## src/rtl/xor_arb_pkg.sv

```systemverilog
// Shared definitions for the XOR arbiter: FSM encoding and counter width.
package xor_arb_pkg;

  typedef enum logic {
    EMPTY = 1'b0,
    FULL  = 1'b1
  } state_t;

  localparam int OP_COUNT_W = 16;

endpackage

```

## src/rtl/rr_arbiter.sv

```systemverilog
// Round-robin grant: lowest-index request at or after ptr wins, wrapping modulo NREQ.
module rr_arbiter #(
  parameter int NREQ  = 4,
  parameter int PTR_W = $clog2(NREQ)
) (
  input  logic [NREQ-1:0]  req,
  input  logic [PTR_W-1:0] ptr,
  output logic [NREQ-1:0]  grant
);

  logic [2*NREQ-1:0] req_dbl;
  logic [2*NREQ-1:0] req_rot;
  logic [NREQ-1:0]   req_low;
  logic [NREQ-1:0]   pick;
  logic [2*NREQ-1:0] pick_dbl;

  // Rotate so ptr sits at bit 0, isolate the lowest set bit, rotate back.
  always_comb begin
    req_dbl  = {req, req};
    req_rot  = req_dbl >> ptr;
    req_low  = req_rot[NREQ-1:0];
    pick     = req_low & (~req_low + {{(NREQ-1){1'b0}}, 1'b1});
    pick_dbl = {pick, pick} << ptr;
    grant    = pick_dbl[2*NREQ-1:NREQ];
  end

endmodule

```

## src/rtl/xor_arbiter.sv

```systemverilog
// NREQ-way round-robin arbiter feeding a one-entry registered XOR result stage.
module xor_arbiter
  import xor_arb_pkg::*;
#(
  parameter int NREQ  = 4,
  parameter int WIDTH = 8
) (
  input  logic                     clk,
  input  logic                     rst,
  input  logic [NREQ-1:0]          req_valid,
  output logic [NREQ-1:0]          req_ready,
  input  logic [NREQ*WIDTH-1:0]    req_a,
  input  logic [NREQ*WIDTH-1:0]    req_b,
  output logic                     out_valid,
  input  logic                     out_ready,
  output logic [WIDTH-1:0]         out_y,
  output logic [$clog2(NREQ)-1:0]  out_id,
  output logic [OP_COUNT_W-1:0]    op_count
);

  localparam int ID_W = $clog2(NREQ);

  state_t                state_reg, state_next;
  logic [ID_W-1:0]       ptr_reg;
  logic [WIDTH-1:0]      y_reg;
  logic [ID_W-1:0]       id_reg;
  logic [OP_COUNT_W-1:0] count_reg;

  logic                  can_accept;
  logic [NREQ-1:0]       arb_req;
  logic [NREQ-1:0]       grant;
  logic                  fire;
  logic [WIDTH-1:0]      sel_y;
  logic [ID_W-1:0]       sel_id;
  logic [WIDTH-1:0]      xor_vec [NREQ];

  // Requests are masked while the result slot cannot take a new value or during reset.
  assign can_accept = (state_reg == EMPTY) || out_ready;
  assign arb_req    = (can_accept && !rst) ? req_valid : '0;

  rr_arbiter #(
    .NREQ  (NREQ),
    .PTR_W (ID_W)
  ) u_rr (
    .req   (arb_req),
    .ptr   (ptr_reg),
    .grant (grant)
  );

  assign req_ready = grant;
  assign fire      = |grant;

  generate
    for (genvar gi = 0; gi < NREQ; gi++) begin : g_xor
      assign xor_vec[gi] = req_a[gi*WIDTH +: WIDTH] ^ req_b[gi*WIDTH +: WIDTH];
    end
  endgenerate

  always_comb begin
    sel_y  = '0;
    sel_id = '0;
    for (int k = 0; k < NREQ; k++) begin
      if (grant[k]) begin
        sel_y  = sel_y | xor_vec[k];
        sel_id = ID_W'(k);
      end
    end
  end

  always_ff @(posedge clk) begin
    if (rst) state_reg <= EMPTY;
    else     state_reg <= state_next;
  end

  always_comb begin
    state_next = state_reg;
    case (state_reg)
      EMPTY:   if (fire) state_next = FULL;
      FULL:    if (!fire && out_ready) state_next = EMPTY;
      default: state_next = EMPTY;
    endcase
  end

  always_comb begin
    out_valid = (state_reg == FULL);
  end

  always_ff @(posedge clk) begin
    if (rst) begin
      ptr_reg   <= '0;
      y_reg     <= '0;
      id_reg    <= '0;
      count_reg <= '0;
    end else if (fire) begin
      y_reg     <= sel_y;
      id_reg    <= sel_id;
      count_reg <= count_reg + 1'b1;
      if (int'(sel_id) == NREQ - 1) ptr_reg <= '0;
      else                          ptr_reg <= sel_id + 1'b1;
    end
  end

  assign out_y    = y_reg;
  assign out_id   = id_reg;
  assign op_count = count_reg;

endmodule

```

## config.mk

```make
export PLATFORM = sky130hd
export DESIGN_NAME = xor_arbiter
export DESIGN_NICKNAME = d
export VERILOG_FILES = /design/src/rtl/xor_arb_pkg.sv /design/src/rtl/rr_arbiter.sv /design/src/rtl/xor_arbiter.sv
export SDC_FILE = /design/constraint.sdc
export NUM_CORES = 1
export LEC_CHECK = 0
export CORE_ASPECT_RATIO = 1.2
export CORE_UTILIZATION = 40
export CTS_CLUSTER_SIZE = 25
export DETAILED_ROUTE_END_ITERATION = 8
export GPL_ROUTABILITY_DRIVEN = 0
export PLACE_DENSITY_LB_ADDON = 0.15
export SYNTH_ARGS = -nofsm -noshare
export SYNTH_HDL_FRONTEND = slang
export SYNTH_SLANG_ARGS = --single-unit
```

## constraint.sdc

```tcl
create_clock -name clk -period 2.5 [get_ports clk]
set_input_delay 0.625 -clock clk [delete_from_list [all_inputs] [get_ports clk]]
set_output_delay 0.625 -clock clk [all_outputs]
set_load 0.05 [all_outputs]
```

---- Word-level counts from Yosys, hierarchy flattened ----
Cells that the tools add are included.
word-level totals
  input port bits ......................... 71
  bits in registers ....................... 29
  output and inout bits ................... 31
operators by class
  shift-type cells ........................ 2
  bitwise logic cells ..................... 10
  equality and inequality tests ........... 1
  add/sub/neg operators ................... 3
  muxes and demuxes ....................... 12
  reductions and logical operators ........ 6
operators with widths
  kind                     count
  $mux W8                  4
  $xor A8 B8 Y8            4
  $or A8 B8 Y8             3
  $add A16 B1 Y16 const B  1
  $shl A8 B2 Y8            1
  $shr A8 B2 Y4            1
  $mux W2                  3
  $add A4 B1 Y4 const B    1
  $and A4 B4 Y4            1
  $mux W4                  1
  $not A4 Y4               1
  $reduce_or A4 Y1         1
  $mux W1                  3
  $add A2 B1 Y2 const B    1
  $eq A2 B1 Y1 const B     1
  $logic_and A1 B1 Y1      2
  $logic_not A1 Y1         2
  $pmux W1 S2              1
  $logic_or A1 B1 Y1       1
  $not A1 Y1               1

---- Depth between registers and ports, before layout ----
Gate-level depths: netlist of run 1.
  depth in word-level cells ............... 16
  depth in mapped cells ................... 8

---- Hierarchy ----
From an unflattened synthesis of run 1, not the netlist that was laid out.
second synthesis, totals
  cells, all modules ...................... 190
  area, all modules ....................... 1,729.2 µm²
by module, submodules not included
  module       times used  area an instance (µm²)  cells an instance  sequential area each (µm²)
  xor_arbiter  1           1,630.3                 174                580.6
  rr_arbiter   1           98.8                    16                 0.0

---- Worst setup path before layout of run 1 ----
No wires, ideal clock.
  path kind ............................... input to output
  start point ............................. input port req_valid[3]
  end point ............................... output port req_ready[0]
  stages .................................. 4
  data arrival time ....................... 2.003 ns
  buffers on the path ..................... 1
  path slack .............................. -0.128 ns
  cell sequence ........................... buf_4 -> o21a_1 -> o22a_1 -> nor2_1
between the ends
  longest elaborated chain between the ends .. 6
ends and longest elaborated chain
  item               RTL line           text
  start, declared    xor_arbiter.sv:10  input logic [NREQ-1:0] req_valid,
  $mux W4 (*)        xor_arbiter.sv:39  assign arb_req = (can_accept && !rst) ? req_valid : '0;
  $shr A8 B2 Y4 (*)  rr_arbiter.sv:20   req_rot = req_dbl >> ptr;
  $not A4 Y4         rr_arbiter.sv:22   pick = req_low & (~req_low + {{(NREQ-1){1'b0}}, 1'b1});
  $add A4 B1 Y4      rr_arbiter.sv:22
  $and A4 B4 Y4 (*)  rr_arbiter.sv:22
  $shl A8 B2 Y8 (*)  rr_arbiter.sv:23   pick_dbl = {pick, pick} << ptr;
  end, declared      xor_arbiter.sv:11  output logic [NREQ-1:0] req_ready,
Mark *: on every way between the ends. The rest lies on a longest branch, timed or not.

---- Worst setup path after layout of run 1 ----
  start point ............................. input port out_ready
  end point ............................... output port req_ready[2]
between the ends
  longest elaborated chain between the ends .. 8
ends and longest elaborated chain
  item                     RTL line           text
  start, declared          xor_arbiter.sv:15  input logic out_ready,
  $logic_or A1 B1 Y1 (*)   xor_arbiter.sv:38  assign can_accept = (state_reg == EMPTY) || out_ready;
  $logic_and A1 B1 Y1 (*)  xor_arbiter.sv:39
  $mux W4 (*)              xor_arbiter.sv:39
  $shr A8 B2 Y4 (*)        rr_arbiter.sv:20
  $not A4 Y4               rr_arbiter.sv:22
  $add A4 B1 Y4            rr_arbiter.sv:22
  $and A4 B4 Y4 (*)        rr_arbiter.sv:22
  $shl A8 B2 Y8 (*)        rr_arbiter.sv:23
Marked as above.

==> flow_summary.json, run 1 <==
{
  "cp.required_ns": 1.88,
  "path_clk_slew_ns": 0.06,
  "p_sw_frac": 0.312,
  "final_max_slew_viol_count": 0,
  "min_path_type": "flop to flop",
  "grt_pass1_vias": 1891,
  "crit_chain": "clkdlybuf4s50_1, nor2b_2, nor2_4, buf_4, and2_1, buf_12",
  "synth_seq_cells": 29,
  "ys_seq_area_frac": 0.296,
  "syn_area_sq_um": 1960,
  "antenna_found_initial": 0,
  "pre_cts_ws_ns": -0.181,
  "grt_pass1_wl_mm": 8.54,
  "syn-num-nets": 295,
  "fin_worst_skew_ns": 0.00605,
  "synth_ff_type": "dfxtp_1",
  "setup_slack_ns": 0.0339,
  "p_seq_frac": 0.342,
  "dp_hpwl_mm": 4.09,
  "slew_headroom": 0.580,
  "fp-row-count": 27,
  "cpMaxStageDelayCell": "clkdlybuf4s50_1",
  "root_buffer": "clkbuf_8",
  "chipWidth_um": 66.0,
  "min_period_over_period": 0.986,
  "antenna_cells": 0,
  "syn_avg_cell_area_sq_um": 8.80,
  "die-area_sq_um": 5190,
  "tightest_slew_ns": 0.626,
  "area.growth.synth_to_final_pct": 67.0,
  "crit_type": "input port to primary output",
  "drive_above_1_share": 0.193,
  "synth_cells": 223,
  "avgViaCountPerCell": 5.07,
  "synthTopCellsByArea": "dfxtp_1, xor2_1, a22oi_2",
  "synth_edf_count": 0,
  "crit_buf_inv": 3,
  "power.leakage_nw": 1.24,
  "start_util": 0.421,
  "grt_max_degree": 26,
  "die_height_um": 78.7,
  "fin_setup_tns_ns": 0,
  "core_sq_um": 4660,
  "crit_path_max_fanout": 3,
  "path_delay_family": "buffers and inverters",
  "peakVddDrop_uv": 249,
  "largest_register_ffs": 16,
  "maxCapViolCount": 0,
  "cp-end-kind": "primary output",
  "synth_async_sr_flop_share": 0,
  "synth.distinct_cells": 46,
  "cts_sinks": 29,
  "yosys.area.top_type_share": 0.296,
  "numCtsBuffers": 5,
  "drc": 0,
  "critPathLaunch": "out_ready",
  "drt_iter0_markers": 75,
  "drt-total-wl_mm": 5.30,
  "status": "completed",
  "fmax_ghz": 0.406,
  "h-tree-depth": 2,
  "setup_violations": 0,
  "ant_nets": 0,
  "io_buffers": 101,
  "final_nets": 409,
  "grt_use_total": 0.209,
  "overflow": 0,
  "vias": 2002,
  "combPwrFrac": 0.348,
  "clock_path_buffers": 2,
  "cts_tree": "yes",
  "firstDrtPassIters": 4,
  "clkPwrFrac": 0.310,
  "io_pins": 102,
  "p_int_w": 0.00104,
  "crit_path_max_incr_delay_ns": 0.43,
  "power_switching_w": 0.000474,
  "r2r-start": "ptr_reg[0]$_SDFFE_PP0P_",
  "layout_commonest_cell": "clkdlybuf4s50_1",
  "clkLatencyLatePin_ns": 0.28,
  "critPathLaunchType": "input port",
  "hold_viol": 0,
  "p_per_area_nw_per_um2": 463,
  "mostFrequentLayoutCells": "clkdlybuf4s50_1, xor2_1, dfxtp_1",
  "period_minus_slack_ns": 2.47,
  "hold_start": "out_id[0]$_SDFFE_PP0P_",
  "rrSetupSlack_ns": 0.68,
  "yosys_warnings": 0,
  "cp.arrival_ns": 1.84,
  "wl_per_cell_um": 13.4,
  "synth_top_area_cell": "dfxtp_1"
}
[power groups by stage]
stage	Clock, W	Combinational (W)	Sequential (W)
after global placement	0	0.000522	0.000526
after CTS	0.000475	0.000530	0.000519
after floorplan	0	0.000200	0.000618
final	0.000471	0.000528	0.000519
after detailed placement	0	0.000527	0.000528
after global routing	0.000495	0.000564	0.000523
[final timing paths]
| kind | end | cells after the start |
|---|---|---|
| worst max register to register | ptr_reg[0]$_SDFFE_PP0P_ | 6 |
| worst max-delay path | req_ready[2] | 6 |
| worst min-delay path | out_id[0]$_SDFFE_PP0P_ | 2 |
| worst min register to register | out_id[0]$_SDFFE_PP0P_ | 2 |
[cell type report]
| type | count | area [sq um] |
|---|---|---|
| well taps | 58 | 72.6 |
| clock buffers | 5 | 68.8 |
| fillers | 392 | 1380 |
| clock inverters | 2 | 35.0 |
| flip-flops and latches | 29 | 581 |
| repair buffers | 122 | 1220 |
| multi-input cells | 175 | 1290 |
| inverters | 4 | 15.0 |
[synth_stat cells, drive strengths merged (4+ instances only)]
master   n
a21oi   10
nor4     4
or3      4
nand4    8
o211ai   8
nor2    29
nor3     5
nand2   16
xor2    35
xnor2   10
buf     12
inv      4
dfxtp   29
a22oi   15
nand3    5
[per-stage QoR]
step / std cells / area (sq um) / utilization / power (W) / hold slack [ns]
3_3_place_gp: 387 / 3140 / 0.674 / 0.00105 / 0.443
6_report: 395 / 3280 / 0.703 / 0.00152 / 0.458
3_5_place_dp: 387 / 3140 / 0.674 / 0.00105 / 0.448
2_1_floorplan: 223 / 1970 / - / 0.000817 / 0.595
5_1_grt: 395 / 3280 / 0.703 / 0.00158 / 0.494
4_1_cts: 394 / 3260 / 0.700 / 0.00152 / 0.457
[layer usage]
layer	up-vias	global-route usage	routed length, um
met1	924	0.237	2140
met4	0	0.0511	34
met2	68	0.366	2720
li1	1008	-	-
met3	2	0.0761	415
met5	-	0	0
[cells by family after synthesis]
| kind of cell | Yosys count | synth area share |
|---|---|---|
| XOR/XNOR | 45 | 0.201 |
| multiplexers | 1 | 0.00574 |
| AO/OA/AOI/OAI | 45 | 0.206 |
| buffers and inverters | 19 | 0.0625 |
| adder cells (fa/ha/maj) | 1 | 0.00637 |
| AND/OR/NAND/NOR | 83 | 0.223 |
| flip-flops | 29 | 0.296 |
[timing repair]
item                                   CTS  global route
setup buffers                            0             1
pin swaps                                0             0
endpoints found under the hold margin    0             0
setup endpoints to repair                4             3
hold buffers                             0             0
resized for setup                       10             2
cloned                                   0             0
[worst register-to-register path: cells and delay by family (launching register included)]
family	cells	cell delay, ns
AO/OA/AOI/OAI	3	0.47
buffers and inverters	1	0.19
flip-flops	1	0.42
AND/OR/NAND/NOR	2	0.67
(Power assumes the default switching activity.)
==> run 2, diff against run 1 <==
--- a/config.mk
+++ b/config.mk
@@ -6,9 +6,10 @@
 export NUM_CORES = 1
 export LEC_CHECK = 0
 export CORE_ASPECT_RATIO = 1.2
-export CORE_UTILIZATION = 40
+export CORE_UTILIZATION = 45
 export CTS_CLUSTER_SIZE = 25
 export DETAILED_ROUTE_END_ITERATION = 8
+export DONT_BUFFER_PORTS = 1
 export GPL_ROUTABILITY_DRIVEN = 0
 export PLACE_DENSITY_LB_ADDON = 0.15
 export SYNTH_ARGS = -nofsm -noshare
==> flow_summary.json, run 2 (synthesis gave the netlist of run 1 again) <==
{
  "io_buffers": 0,
  "status": "completed",
  "final_util": 0.536,
  "setup_violations": 0,
  "numCtsBuffers": 5,
  "grt_use_total": 0.203,
  "pre_cts_ws_ns": 0.268,
  "io_pins": 102,
  "wl_per_cell_um": 16.0,
  "area.growth.synth_to_final_pct": 11.0,
  "power.leakage_nw": 0.811,
  "p_per_area_nw_per_um2": 564,
  "rsz0062_at_grt": "no",
  "period_minus_slack_ns": 2.39,
  "fmax_ghz": 0.419,
  "fp-row-count": 25,
  "avgViaCountPerCell": 5.73,
  "die-area_sq_um": 4630,
  "clkLatencyLatePin_ns": 0.28,
  "whs_path_depth": 1,
  "final_max_slew_viol_count": 0,
  "cts_tree": "yes",
  "fin_worst_skew_ns": 0.00695,
  "drc": 0,
  "final_nets": 307,
  "grt_pass1_wl_mm": 7.27,
  "ant_nets": 0,
  "slew_headroom": 0.534,
  "wl_met1_mm": 1.76,
  "hold_viol": 0,
  "cp.arrival_ns": 1.76,
  "cp.required_ns": 1.88,
  "fin_setup_tns_ns": 0,
  "h-tree-depth": 2,
  "min_path_type": "input port to flop",
  "maxCapViolCount": 0,
  "firstDrtPassIters": 4,
  "drt-total-wl_mm": 4.63,
  "crit_type": "flop to primary output",
  "grt_pass1_vias": 1515,
  "tightest_slew_ns": 0.694,
  "antenna_cells": 0,
  "fill_cells": 396,
  "antenna_found_initial": 0,
  "drt_iter0_markers": 57,
  "maxUsedRoutingLayer": "met4",
  "peakVddDrop_uv": 242,
  "largest_register_ffs": 16,
  "core_sq_um": 4070,
  "drive_above_1_share": 0.234,
  "start_util": 0.483,
  "layout_commonest_cell": "xor2_1",
  "setup_slack_ns": 0.112,
  "whs_ns": 0.415,
  "grt_max_degree": 36,
  "min_period_over_period": 0.955,
  "hold_buffers": 0,
  "overflow": 0,
  "wl_met2_mm": 2.44,
  "crit_path_max_fanout": 11,
  "vias": 1657,
  "die_height_um": 74.4,
  "routed-wl-met3_um": 375,
  "critPathLaunchType": "flop",
  "root_buffer": "clkbuf_8",
  "reg2regPathDepth": 5,
  "path_clk_slew_ns": 0.07,
  "cts_sinks": 29,
  "mostFrequentLayoutCells": "xor2_1, dfxtp_1, nor2_1",
  "cp-end-kind": "primary output",
  "dp_hpwl_mm": 3.50,
  "chipWidth_um": 62.3,
  "clock_path_buffers": 2
}
run 2: cell types whose count changed in the layout (fill, tap and decap cells not counted), sizes merged:
cell	delta
clkdlybuf4s50	-92
buf	-5
dlygate4sd2	-4
bufinv	-1
clkbuf	+1
clkinv	-1
clkinvlp	+1
dlymetal6s2s	-1
run 2: timing repair:
action,CTS,global route
setup buffers,0,0
gates resized for setup,0,1
endpoints found under the setup margin,0,1
run 2: power by group:
group          leakage (nW)  total [W]  internal (W)  switching (W)
Combinational         0.531   0.000229      0.000104       0.000125
Sequential            0.237   0.000601      0.000493       0.000109
Clock                0.0433   0.000399      0.000217       0.000181
run 2: critical path, cell delays in order (launching register included):
cell	delay (ns)
dfxtp_1	0.52
and2b_1	0.23
a211oi_1	0.25
o2111a_1	0.23
buf_4	0.25
run 2: cell type report:
cell class / count / area (sq um) / area share
Timing Repair Buffer: 20 / 163 / 0.0746
Clock inverter: 1 / 7.51 / 0.00344
Clock buffer: 6 / 82.6 / 0.0379
Inverter: 4 / 15.0 / 0.00689
Multi-Input combinational cell: 175 / 1260 / 0.580
Tap cell: 54 / 67.6 / 0.0310
Sequential cell: 29 / 581 / 0.266
run 2: worst paths after layout:
check / startpoint / to / slack [ns]
max: ptr_reg[0]$_SDFFE_PP0P_ / req_ready[3] / 0.11
min: rst / op_count[2]$_SDFFE_PP0P_ / 0.41
max reg2reg: op_count[3]$_SDFFE_PP0P_ / op_count[12]$_SDFFE_PP0P_ / 0.59
min reg2reg: op_count[13]$_SDFFE_PP0P_ / op_count[13]$_SDFFE_PP0P_ / 0.56
run 2: metrics by stage:
step | instances | cell area [sq um] | power [W]
after floorplan | 223 | 1970 | 0.000817
after global placement | 282 | 2090 | 0.000834
after detailed placement | 282 | 2090 | 0.000842
after CTS | 289 | 2180 | 0.00124
after global routing | 289 | 2180 | 0.00129
final | 289 | 2180 | 0.00123
run 2: layer usage:
layer	track usage	vias to the layer above
met2	0.372	75
met1	0.218	776
li1	-	801
met3	0.0675	5
met5	0	-
met4	0.0775	0
==> run 3, diff against run 2 <==
--- a/config.mk
+++ b/config.mk
@@ -6,7 +6,7 @@
 export NUM_CORES = 1
 export LEC_CHECK = 0
 export CORE_ASPECT_RATIO = 1.2
-export CORE_UTILIZATION = 45
+export CORE_UTILIZATION = 60
 export CTS_CLUSTER_SIZE = 25
 export DETAILED_ROUTE_END_ITERATION = 8
 export DONT_BUFFER_PORTS = 1
==> flow_summary.json, run 3 (synthesis gave the netlist of run 1 again) <==
{
  "clkPwrFrac": 0.252,
  "grt_max_degree": 36,
  "root_buffer": "clkbuf_4",
  "slew_headroom": 0.573,
  "vias": 1674,
  "h-tree-depth": 2,
  "io_pins": 102,
  "grt_use_total": 0.274,
  "final_util": 0.695,
  "tightest_slew_ns": 0.639,
  "min_path_type": "input port to flop",
  "mostFrequentLayoutCells": "xor2_1, dfxtp_1, nor2_1",
  "cp.arrival_ns": 1.79,
  "drc": 0,
  "fill_cells": 272,
  "die-area_sq_um": 3510,
  "cp-end-kind": "primary output",
  "chipWidth_um": 54.2,
  "rrSetupSlack_ns": 0.48,
  "drt-total-wl_mm": 4.47,
  "p_int_w": 0.000733,
  "clkLatencyLatePin_ns": 0.32,
  "io_buffers": 0,
  "cts_sinks": 29,
  "post_cts_buffers": 0,
  "period_minus_slack_ns": 2.42,
  "start_util": 0.637,
  "die_height_um": 64.7,
  "final_nets": 308,
  "core_sq_um": 3080,
  "power_switching_w": 0.000384,
  "p_sw_frac": 0.344,
  "fin_worst_skew_ns": 0.00429,
  "crit_path_max_incr_delay_ns": 0.44,
  "maxCapViolCount": 0,
  "rsz0062_at_grt": "no",
  "cts_tree": "yes",
  "clock_path_buffers": 2,
  "cpMaxStageDelayCell": "dfxtp_2",
  "antenna_cells": 0,
  "drt_iter0_markers": 38,
  "dp_hpwl_mm": 3.53,
  "p_per_area_nw_per_um2": 521,
  "final_max_slew_viol_count": 0,
  "wl_per_cell_um": 16.4,
  "fmax_ghz": 0.414,
  "avgViaCountPerCell": 6.15,
  "combPwrFrac": 0.210,
  "p_seq_frac": 0.538,
  "power.leakage_nw": 0.807,
  "fin_setup_tns_ns": 0,
  "antenna_found_initial": 0,
  "fp-row-count": 22,
  "min_period_over_period": 0.966,
  "crit_path_max_fanout": 11,
  "peakVddDrop_uv": 450,
  "largest_register_ffs": 16,
  "layout_commonest_cell": "xor2_1",
  "firstDrtPassIters": 4,
  "numCtsBuffers": 5,
  "crit_chain": "and2b_1, a211oi_1, o2111a_1, buf_12",
  "area.growth.synth_to_final_pct": 9.11,
  "setup_violations": 0,
  "hold_viol": 0,
  "overflow": 0,
  "critPathLaunchType": "flop",
  "grt_pass1_wl_mm": 7.03,
  "ant_nets": 0,
  "cp.required_ns": 1.88,
  "crit_type": "flop to primary output",
  "status": "completed",
  "path_clk_slew_ns": 0.09,
  "grt_pass1_vias": 1683,
  "drive_above_1_share": 0.233
}
## run 3: routing by layer
metal / up-vias / wire length [um] / track usage
met5: - / 0 / 0
met4: 0 / 100 / 0.128
met3: 14 / 352 / 0.0775
met2: 79 / 2440 / 0.500
met1: 769 / 1580 / 0.268
li1: 812 / - / -
## run 3: layout make-up
cell class / instances / area [sq um] / share of cell area
Clock buffer: 7 / 55.1 / 0.0257
Inverter: 4 / 15.0 / 0.00701
Timing Repair Buffer: 21 / 183 / 0.0853
Sequential cell: 29 / 582 / 0.272
Multi-Input combinational cell: 175 / 1260 / 0.589
Tap cell: 36 / 45.0 / 0.0210
## run 3: path summary, 6_finish.rpt
kind,from,endpoint,depth (start not counted)
worst max-delay path,ptr_reg[0]$_SDFFE_PP0P_,req_ready[3],4
worst min-delay path,rst,op_count[10]$_SDFFE_PP0P_,1
worst max register to register,ptr_reg[0]$_SDFFE_PP0P_,ptr_reg[0]$_SDFFE_PP0P_,6
worst min register to register,op_count[1]$_SDFFE_PP0P_,op_count[1]$_SDFFE_PP0P_,2
## run 3: power groups by stage
stage	clock, W	combinational (W)	sequential (W)
2_1_floorplan	0	0.000200	0.000618
3_5_place_dp	0	0.000234	0.000612
4_1_cts	0.000289	0.000235	0.000601
3_3_place_gp	0	0.000225	0.000610
5_1_grt	0.000309	0.000254	0.000605
6_report	0.000282	0.000234	0.000601
## run 3: critical path: cells and delay by family, from the launching register on
kind	cells	cell delay, ns
buf+inv	1	0.20
simple gates	1	0.22
compound gates	2	0.62
flops	1	0.44
## run 3: per-stage QoR
| stage | hold WS [ns] | instance area, sq um | std cells | setup WS [ns] | total power (W) |
|---|---|---|---|---|---|
| 2_1_floorplan | 0.595 | 1970 | 223 | 0.0196 | 0.000817 |
| 3_3_place_gp | 0.439 | 2090 | 265 | 0.336 | 0.000836 |
| 3_5_place_dp | 0.464 | 2090 | 265 | 0.303 | 0.000846 |
| 4_1_cts | 0.358 | 2140 | 272 | 0.105 | 0.00112 |
| 5_1_grt | 0.347 | 2140 | 272 | 0.0105 | 0.00117 |
| 6_report | 0.365 | 2140 | 272 | 0.0844 | 0.00112 |
## run 3: timing repair
item | CTS | global route
gates resized for setup | 1 | 0
endpoints found under the setup margin | 1 | 0
hold endpoints to repair | 0 | 0
hold buffers | 0 | 0
==> RTL change, RTL diff (flow settings as in run 1) <==
Change the package constant `OP_COUNT_W` from 16 to 32.
--- a/src/rtl/xor_arb_pkg.sv
+++ b/src/rtl/xor_arb_pkg.sv
@@ -8,3 +8,3 @@
 
-  localparam int OP_COUNT_W = 16;
+  localparam int OP_COUNT_W = 32;
 
Ports: changed (resized op_count); port bits go from 102 to 118. No check against the original RTL was run, so the function may have changed too.
==> RTL change against run 1 <==
Total power rose by 20%; combinational power fell by 6.1%; wire length rose by 27%; sequential power rose by 49%; design area rose by 23%; sequential cell count rose by 16; critical path depth did not move; synthesized area rose by 28%; die area rose by 27%; global-route usage rose by 1.1 points; via count rose by 31%; worst setup slack improved by 0.071 ns; critical endpoint unchanged; largest cell class unchanged.
==> RTL change: results (changes against run 1) <==
Critical path
  • FF-to-FF Start: op_count[10] (was ptr_reg[0])
  • Critical-path maximum fanout: 4 (was 3)
  • Worst R2R End: op_count[31] (was ptr_reg[0])
  • CP max-delay cell: dlygate4sd2_1 (was clkdlybuf4s50_1)
  • Crit path max-delay family: buffers and inverters (unchanged)
  • R2R depth: 4 (was 6)
  • Critical Path AT: 1.77 ns (was 1.84 ns)
  • Reg2Reg Setup Slack: 0.38 ns (was 0.68 ns)
  • Crit-path max cell delay: 0.26 ns (was 0.43 ns)

Power and ir drop
  • Max VDD drop: 0.252 mV (was 0.249 mV)
  • Lkg Pwr: 1.37 nW (was 1.24 nW)

Route
  • Wire length per cell after detailed routing: 13.3 um (was 13.4 um)
  • Number of DRC markers in iteration 0: 70 (was 75)
  • Vias: 2,623 (was 2,002)
  • DRT Pass-1 Iters: 4 (unchanged)

Synthesis
  • Async SR Flop Fraction: 0% (unchanged)
  • Post-synth top cells: 45 x dfxtp_1, 42 x xnor2_1, 40 x nor2_1, 19 x xor2_1, 16 x a22oi_1 (was 35 x xor2_1, 29 x dfxtp_1, 22 x nor2_1, 16 x nand2_1)
  • Distinct cells, synth: 41 (was 46)
  • Post-Syn Area per Cell: 8.45 um^2 (was 8.80 um^2)
  • Syn Nets: 369 (was 295)
  • Sequential fraction of the synthesis area: 35.9% (was 29.6%)
  • Synth area leaders: dfxtp_1 36%, xnor2_1 15%, xor2_1 6.6% (was dfxtp_1 30%, xor2_1 16%, a22oi_2 4.5%)

Timing
  • Skew final: 0.00706 ns (was 0.00605 ns)
  • Worst slew pin tran: 0.550 ns (was 0.626 ns)

GRT
  • Largest net degree at the start of global routing: 40 (was 26)
  • Total GRT Usage: 22.0% (was 20.9%)
  • GRT Residual Overflow: 0 (unchanged)
  • First-pass GRT wire length: 11.1 mm (was 8.54 mm)
  • Vias in the first global route: 2,514 (was 1,891)

Layout
  • Filler cell count: 544 (was 392)
  • Share of cells above drive strength 1: 10.1% (was 19.3%)
  • Layout Cells excl Fill: 507 (was 395)
  • Max FFs per register: 32 (was 16)

Min path
  • Destination of the worst hold path: out_valid (was out_id[0])
  • Hold WC Path Type: flip-flop to flip-flop (unchanged)
  • Hold Crit Start: out_valid (was out_id[0])

Placement
  • Post-DP Area: 0.00391 mm^2 (was 0.00314 mm^2)
  • Port-buffer cells: 117 (was 101)
  • # placed instances: 499 (was 387)
  • DP HPWL: 5.19 mm (was 4.09 mm)

CTS
  • Clock latency on the worst-skew pair: 0.30 ns (was 0.28 ns)
  • Maximum root-to-sink buffer count: 2 (unchanged)
  • Clock-pin slew on the worst setup and hold paths: 0.09 ns (was 0.06 ns)
  • Post-CTS Setup Repair Bufs: 0 (unchanged)
  • CTS root buffer: clkbuf_8 (unchanged)
  • H-tree Lvls: 2 (unchanged)

Status
  • Status: finished clean (unchanged)
## RTL change: cell count changes after synthesis, sizes merged, moves of 7 or more
cell	run 1	this run
buf	12	5
clkbuf	3	14
dfxtp	29	45
inv	4	11
nand2	16	8
nand3	5	12
nor2	29	40
nor4	4	15
o211ai	8	0
o221ai	0	8
xnor2	10	42
xor2	35	19
## RTL change: power by group
| part | total (mW) | internal, mW | switching, mW |
|---|---|---|---|
| Sequential | 0.772 | 0.748 | 0.0243 |
| Combinational | 0.496 | 0.247 | 0.250 |
| Clock | 0.560 | 0.299 | 0.260 |
## RTL change: routing by layer
layer	vias to the layer above	GRT usage (%)	share of wire (%)
li1	1301	-	-
met1	1211	23.2	38
met2	102	40.5	52
met3	9	7.74	8.4
met4	0	6.86	1.5
met5	-	0	0
## RTL change: how the worst max path moves through the flow
stage              endpoint  slack [ns]         start
5_1_grt        req_ready[0]        0.02  req_valid[2]
6_report       req_ready[2]        0.10  req_valid[2]
4_1_cts        req_ready[2]        0.11  req_valid[2]
2_1_floorplan  req_ready[0]        0.09  req_valid[2]
3_5_place_dp   op_count[31]       -0.17     out_ready
3_3_place_gp   op_count[31]       -0.14     out_ready
## RTL change: cells by family (layout without fill, tap and decap cells)
family	Yosys count	count (layout)	synth area share, %
AO/OA/AOI/OAI	49	49	14.3
XOR/XNOR	61	61	21.3
adder cells (fa/ha/maj)	1	1	0.498
buffers and inverters	30	158	4.93
flip-flops	45	45	35.9
AND/OR/NAND/NOR	111	111	23.1
## RTL change: layout make-up
class / count / area (um^2) / area share (%)
flip-flops and latches: 45 / 901 / 22.3
repair buffers: 139 / 1390 / 34.3
clock inverters: 3 / 46.3 / 1.15
clock buffers: 5 / 68.8 / 1.71
inverters: 11 / 41.3 / 1.02
multi-input cells: 222 / 1490 / 36.9
well taps: 82 / 103 / 2.54
## RTL change: metrics by stage
stage | utilization [%] | hold slack, ns | worst slack [ns] | total power, mW
detailed placement | 64.7 | 0.483 | -0.174 | 1.29
global route | 66.6 | 0.506 | 0.0178 | 1.92
global placement | 64.7 | 0.469 | -0.137 | 1.28
CTS | 66.6 | 0.496 | 0.106 | 1.85
floorplan | - | 0.551 | 0.0887 | 1.04
finish | 66.6 | 0.493 | 0.105 | 1.83
## RTL change: timing repair
item / CTS / global route
pin swaps: 1 / 0
endpoints found under the setup margin: 4 / 1
cloned: 0 / 0
gates resized for setup: 8 / 1
## RTL change: worst min-delay path, delay by kind of cell, from the launching register on
kind	cells	cell delay [ns]
simple gates	1	0.07
flops	1	0.33
compound gates	1	0.05
